==> src/rtl/axi_tlb_miss_log.sv <==
// Passive logger of translation misses tapped from the error-slave AW/AR handshakes.
// Misses are kept in a small circular FIFO; drops are tallied in a saturating counter.
module axi_tlb_miss_log #(
  parameter int unsigned AddrWidth = 32,
  parameter int unsigned IdWidth   = 4,
  parameter int unsigned Depth     = 4,
  parameter int unsigned CntWidth  = 16
) (
  input  logic                 clk_i,
  input  logic                 rst_ni,
  input  logic                 clear_i,
  input  logic                 aw_valid_i,
  input  logic                 aw_ready_i,
  input  logic [AddrWidth-1:0] aw_addr_i,
  input  logic [IdWidth-1:0]   aw_id_i,
  input  logic                 ar_valid_i,
  input  logic                 ar_ready_i,
  input  logic [AddrWidth-1:0] ar_addr_i,
  input  logic [IdWidth-1:0]   ar_id_i,
  output logic                 log_valid_o,
  input  logic                 log_ready_i,
  output logic [AddrWidth-1:0] log_addr_o,
  output logic [IdWidth-1:0]   log_id_o,
  output logic                 log_write_o,
  output logic [CntWidth-1:0]  overflow_cnt_o,
  output logic                 irq_o
);

  localparam int unsigned PtrW = (Depth > 1) ? $clog2(Depth) : 1;
  localparam int unsigned CntW = $clog2(Depth + 1);
  localparam int unsigned EntW = AddrWidth + IdWidth + 1;

  typedef logic [PtrW-1:0] ptr_t;
  typedef logic [CntW-1:0] cnt_t;

  logic [EntW-1:0]     mem [Depth];
  ptr_t                rd_ptr, wr_ptr, wr_ptr_nxt, ar_slot;
  cnt_t                count;
  logic [CntWidth-1:0] ovf_cnt;

  logic       aw_evt, ar_evt, aw_acc, ar_acc, has1, has2, pop;
  logic [1:0] n_acc, n_drop;

  // Explicit wrap so non-power-of-two depths work.
  function automatic ptr_t ptr_inc(input ptr_t p);
    if (p == ptr_t'(Depth - 1)) return '0;
    return p + ptr_t'(1);
  endfunction

  function automatic logic [CntWidth-1:0] sat_add(input logic [CntWidth-1:0] a,
                                                  input logic [1:0]          b);
    logic [CntWidth:0] s;
    s = {1'b0, a} + {{(CntWidth-1){1'b0}}, b};
    if (s[CntWidth]) return '1;
    return s[CntWidth-1:0];
  endfunction

  // Free space judged on the registered count only; a same-cycle pop frees nothing.
  always_comb begin
    aw_evt  = aw_valid_i & aw_ready_i;
    ar_evt  = ar_valid_i & ar_ready_i;
    has1    = (count != cnt_t'(Depth));
    has2    = (count <= cnt_t'(Depth - 2));
    aw_acc  = aw_evt & has1;
    ar_acc  = ar_evt & (aw_evt ? has2 : has1);
    n_acc   = {1'b0, aw_acc} + {1'b0, ar_acc};
    n_drop  = {1'b0, aw_evt & ~aw_acc} + {1'b0, ar_evt & ~ar_acc};
    ar_slot = aw_acc ? ptr_inc(wr_ptr) : wr_ptr;
    pop     = (count != '0) & log_ready_i;
    wr_ptr_nxt = wr_ptr;
    if (n_acc == 2'd2)      wr_ptr_nxt = ptr_inc(ptr_inc(wr_ptr));
    else if (n_acc == 2'd1) wr_ptr_nxt = ptr_inc(wr_ptr);
  end

  always_ff @(posedge clk_i or negedge rst_ni) begin
    if (!rst_ni) begin
      count   <= '0;
      rd_ptr  <= '0;
      wr_ptr  <= '0;
      ovf_cnt <= '0;
    end else if (clear_i) begin
      count   <= '0;
      rd_ptr  <= '0;
      wr_ptr  <= '0;
      ovf_cnt <= '0;
    end else begin
      count   <= count + cnt_t'(n_acc) - cnt_t'(pop);
      wr_ptr  <= wr_ptr_nxt;
      ovf_cnt <= sat_add(ovf_cnt, n_drop);
      if (pop) rd_ptr <= ptr_inc(rd_ptr);
    end
  end

  // Entry storage carries no reset; AW takes the older slot when both arrive.
  always_ff @(posedge clk_i) begin
    if (!clear_i) begin
      if (aw_acc) mem[wr_ptr]  <= {1'b1, aw_id_i, aw_addr_i};
      if (ar_acc) mem[ar_slot] <= {1'b0, ar_id_i, ar_addr_i};
    end
  end

  assign log_valid_o    = (count != '0);
  assign {log_write_o, log_id_o, log_addr_o} = mem[rd_ptr];
  assign overflow_cnt_o = ovf_cnt;
  assign irq_o          = (count != '0) | (ovf_cnt != '0);

endmodule

==> config.mk <==
export PLATFORM = sky130hd
export DESIGN_NAME = axi_tlb_miss_log
export DESIGN_NICKNAME = d
export VERILOG_FILES = /design/src/rtl/axi_tlb_miss_log.sv
export SDC_FILE = /design/constraint.sdc
export NUM_CORES = 1
export LEC_CHECK = 0
export ABC_AREA = 1
export CORE_ASPECT_RATIO = 1.25
export CORE_UTILIZATION = 45
export CTS_CLUSTER_DIAMETER = 80
export DETAILED_ROUTE_END_ITERATION = 7
export GPL_TIMING_DRIVEN = 0
export PLACE_DENSITY = 0.78
export SETUP_SLACK_MARGIN = 0.4
export SLEW_MARGIN = 10
export SYNTH_ARGS = -nofsm -noshare
export SYNTH_HDL_FRONTEND = slang
export SYNTH_SLANG_ARGS = --single-unit
export TNS_END_PERCENT = 10
==> constraint.sdc <==
create_clock -name clk_i -period 4.45 [get_ports clk_i]
set_clock_uncertainty 0.2 [all_clocks]
set_input_delay 0.445 -clock clk_i [delete_from_list [all_inputs] [get_ports clk_i]]
set_output_delay 0.445 -clock clk_i [all_outputs]
set_load 0.01 [all_outputs]
Word level (Yosys, flattened, before mapping)

Memory sizes are Yosys's and may differ from the RTL's.
Cells that the tools add are included.

Register bits after elaboration: 23
Bits in writable memories: 148
Output and inout port bits: 55
Logic and storage cells: 71
Memories: 1

Memories:

| memory | words | width | read ports | clocked after memory_dff | wr ports | line | text |
|---|---|---|---|---|---|---|---|
| mem    | 4     | 37    | 1          | 0                        | 2        | 36   | `logic [EntW-1:0] mem [Depth];` |

$add $sub $neg: 8
Magnitude comparators: 1
Eq/ne operators: 6
Mux-type cells: 37
Bitwise logic cells: 10
Reductions and logical operators: 4

Operators by type and width:

| operator              | count |
|---|---|
| $mux W16              | 3 |
| $mux W2               | 15 |
| $mux W1               | 18 |
| $add A16 B2 Y17       | 1 |
| $reduce_bool A16 Y1   | 1 |
| $eq A2 B2 Y1 const B  | 4 |
| $and A1 B1 Y1         | 7 |
| $add A2 B1 Y2 const B | 3 |
| $reduce_bool A3 Y1    | 2 |
| $add A1 B1 Y2         | 2 |
| $add A3 B2 Y3         | 1 |
| $le A3 B2 Y1 const B  | 1 |
| $mux W3               | 1 |
| $ne A3 B3 Y1 const B  | 1 |
| $sub A3 B1 Y3         | 1 |
| $eq A2 B1 Y1 const B  | 1 |
| $not A1 Y1            | 2 |
| $reduce_bool A2 Y1    | 1 |
| $or A1 B1 Y1          | 1 |

Logic depth before layout (Yosys ltp)

Word-level depth: 14
Depth in mapped cells: 14
Gate-level depth less buffers: 14

Worst setup path after synthesis

No wires, ideal clock.

Path type: register to register
Start: reg wr_ptr[0]
End: mem mem[1][0] (netlist bit), enable pin
Setup time: 0.394 ns
Arrival: 2.298 ns
Required time: 3.856 ns
Slack: 1.559 ns
Stages on the path, launching flop included: 9
Period minus slack after synthesis: 2.891 ns
Cell sequence: dfrtp_1 > inv_1 > ha_1 > nand3b_1 > nand2_2 > nand3_1 > buf_2 > buf_4 > nand2_1

RTL lines:

| item                   | line | text |
|---|---|---|
| start, declared        | 37   | `ptr_t rd_ptr, wr_ptr, wr_ptr_nxt, ar_slot;` |
| start signal, assigned | 88   | `wr_ptr <= wr_ptr_nxt;` |
| end, declared          | 36   |  |

Worst setup path in the final report

Start: reg rd_ptr[1]
End: out log_addr_o[26]

Longest elaborated chain between the ends: 1

Ends and longest elaborated chain:

| item                   | line | text |
|---|---|---|
| start, declared        | 37   |  |
| start signal, assigned | 90   | `if (pop) rd_ptr <= ptr_inc(rd_ptr);` |
| $mem_v2 Z4 W37         | -    |  |
| end, declared          | 22   | `output logic [AddrWidth-1:0] log_addr_o,` |

Every way passes these cells.

==> run metrics <==
Core Rows=59; first-pass GRT wire length=47.2 mm; RSZ-0062 raised after global routing=no; largest net degree at the start of global routing=30; Req. time, crit path=around 3.8 ns; power per cell area=455 nW/µm²; GP Congestion=0.880; antenna violations before repair=1; Layout area overhead=24.3%; DIE HEIGHT=167 µm; Detailed Place HPWL=20.5 mm; worst-case clock buffer depth=2; die footprint=22,300 µm²; R2R setup slack=1.57 ns; DR vias=9,505; crit path launch=rd_ptr[1]$_DFFE_PN0P_; switching part of the total=36.4%; status=complete, but fails checks; met3 wire len=3.21 mm; Yosys reg bits=171; final slew viol count=0; critical path, cell by cell=clkbuf_1 > inv_1 > clkbuf_1 > clkbuf_1 > o21ai_0 > o22ai_1 > clkdlybuf4s50_1; Comb power frac=between 30% and 40%; clock sink count=between 150 and 200; worst vdd ir=0.327 mV; clock slew at reported path FFs=about 0.07 ns; Leak=0.00535 µW; min-delay src=mem[1][36]$_SDFFE_PP0P_; drt pass-1 iters=8; post-CTS resize count=0; highest routed layer=met4; startpoint type of the worst setup path=register; number of routed nets with antenna violations=0; core area=21,000 µm²; Final Hold Fails=0; number of synthesized flops with an enable pin=144; most common cell after layout, fill and taps aside=nand2_1; Root Driver=clkbuf_16; WHS Endpoint=mem[1][36]$_SDFFE_PP0P_; H-tree levels=4; Non-Filler Instances=1,679; detailed-route wire length=30.3 mm; DR vias/cell=5.66; drt wl/cell=between 15 and 20 µm; CTS buffer count=17; Crit Reg-Reg Startpoint=wr_ptr[0]$_DFFE_PN0P_; Hold Crit Depth=3; CP dominant cell by count=clkbuf_1; grt total ovfl=0; antenna cells=0; Synth Flop Type=edfxtp_1; Compound-Gate Fraction of Synth Area=7.46%; vias in the first global route=between 9,000 and 10,000; Total GRT Usage=27.7%; Post-Place Cells=1,647; reg2reg end=mem[1][7]$_DFFE_PP_; yosys warns=0; Mapped Cells=1,235; CTS tree=yes; post-synthesis mux area share=0%; FFs w/ async S/R, synth=13.5%; routed wl met2=~15 mm; measured slew at the worst slew-check pin=~1.1 ns; sequential power share=36.0%; Post-CTS Repair Setup Buffers=0; failing checks=design-rule violations; number of port buffers=134; Die W=approximately 130 µm; met1 WL=11.1 mm; final net count=1,485; crit end category=output port; share of layout cells above drive strength 1=7.40%; DR iter-0 viols=between 1,000 and 1,500; Clock Latency Late Sink=0.43 ns; fmax=263 MHz; Psw=between 2000 and 2500 µW; cts hold-fix bufs=0; Synth Cell Area=9750 µm²; Synth cell types=32; final worst-path cycle share=a little under nine tenths; R2R depth=9; Avg Cell Area, Syn=7.90 µm²; adder-cell share of the synthesized area=1.82%; Final setup viols=0; min Tclk post-route=3.80 ns; Seq/Total Area, Yosys=51.1%; max-cap violation count=0; highest-count cells in the layout ignoring fill and taps=nand2_1 (350), nor2_1 (199), nand3_1 (165); internal power=3510 µW; Syn Nets=~1,300; critical path class=reg -> out; CP Max Fanout=10; Slowest-stage cell, CP=clkdlybuf4s50_1; crit path DAT=3.16 ns; Synth Area in XOR/XNOR=0.719%; I/O pin cnt=135; Clock power frac=27.3%; Hold Crit Class=reg -> reg; max_slew headroom=27.7%; main combinational cell family by area after synthesis=simple AND/OR/NAND/NOR gates; max incr delay on CP=0.59 ns; setup_tns=0 ns; # DRC=7; simple-gate area share of the yosys netlist=31.6%; starting density of the core=46.3%
==> power groups by stage <==
| stage | clock [µW] | sequential (µW) | combinational [µW] |
|---|---|---|---|
| after floorplan | 0 | 2000 | 1060 |
| after detailed placement | 0 | 2010 | 1990 |
| after global routing | 1560 | 1990 | 2190 |
| final | 1510 | 1980 | 2020 |
| after CTS | 1510 | 1980 | 2000 |
| after global placement | 0 | 2020 | 1930 |
==> Yosys cell counts (2+ instances only) <==
cell	instances	area, µm²
o22ai_1	38	238
nor2_4	2	22.5
buf_4	6	45.0
nand2_4	2	22.5
xor2_1	4	35.0
nor2_2	3	18.8
inv_2	2	7.51
fa_1	2	40.0
edfxtp_1	144	4320
nor4_1	2	12.5
and2_1	4	25.0
nor2_1	199	747
dfrtp_1	23	576
nor3_1	3	15.0
nand3_2	2	20.0
buf_6	2	22.5
xnor2_1	4	35.0
o21ai_0	81	405
dfxtp_1	4	80.1
buf_2	45	225
nand2_1	354	1330
ha_1	11	138
inv_1	79	297
nand3_1	165	826
nand4_1	5	31.3
clkbuf_1	31	116
a21oi_1	13	65.1
==> state kept, by name, indices dropped and copies added, names as in the netlist <==
name and flops:
count 3, mem 148, overflow_cnt_o 16, rd_ptr 2
wr_ptr 2
==> how the worst max path moves through the flow <==
stage	end	slack, ns
floorplan	mem[1][0]$_DFFE_PP_	1.56
global route	log_addr_o[17]	0.56
detailed placement	overflow_cnt_o[7]$_DFF_PN0_	1.13
CTS	log_addr_o[26]	0.73
finish	log_addr_o[26]	0.65
global placement	mem[0][10]$_DFFE_PP_	0.54
==> layer usage <==
metal | vias to the layer above | track usage [%]
met1 | 4321 | 32.7
met2 | 656 | 46.8
li1 | 4389 | -
met4 | 0 | 14.4
met5 | - | 0
met3 | 139 | 6.39
==> area by class of cell <==
cell class / count / area (µm²)
plain buffers: 84 / 409
clock buffers: 17 / 425
clock inverters: 15 / 163
fillers: 1829 / 8920
inverters: 81 / 304
multi-input cells: 899 / 4070
flip-flops and latches: 171 / 4980
well taps: 274 / 343
repair buffers: 138 / 1430
==> stage by stage <==
stage | area [µm²] | total power, µW | worst slack (ns) | utilization, % | hold slack [ns]
floorplan | 9750 | 3060 | 1.56 | - | -0.0506
global placement | 11400 | 3940 | 0.544 | 54.4 | 0.311
detailed placement | 11500 | 4000 | 1.13 | 54.8 | 0.326
CTS | 12100 | 5490 | 0.731 | 57.6 | 0.344
global route | 12100 | 5740 | 0.558 | 57.6 | 0.375
finish | 12100 | 5510 | 0.647 | 57.6 | 0.351
==> critical path: cells and delay by family (launching register included) <==
family,cells,cell delay (ns)
buffers and inverters,5,1.90
AOI/OAI and AO/OA,2,0.46
DFF,1,0.38
==> cells by family after synthesis <==
| logic type | after synthesis |
|---|---|
| xor+xnor | 8 |
| simple gates | 743 |
| compound gates | 135 |
| fa+ha+maj | 13 |
| buf+inv | 165 |
| flops | 171 |
Note: power is estimated with default switching activity, not from simulation.
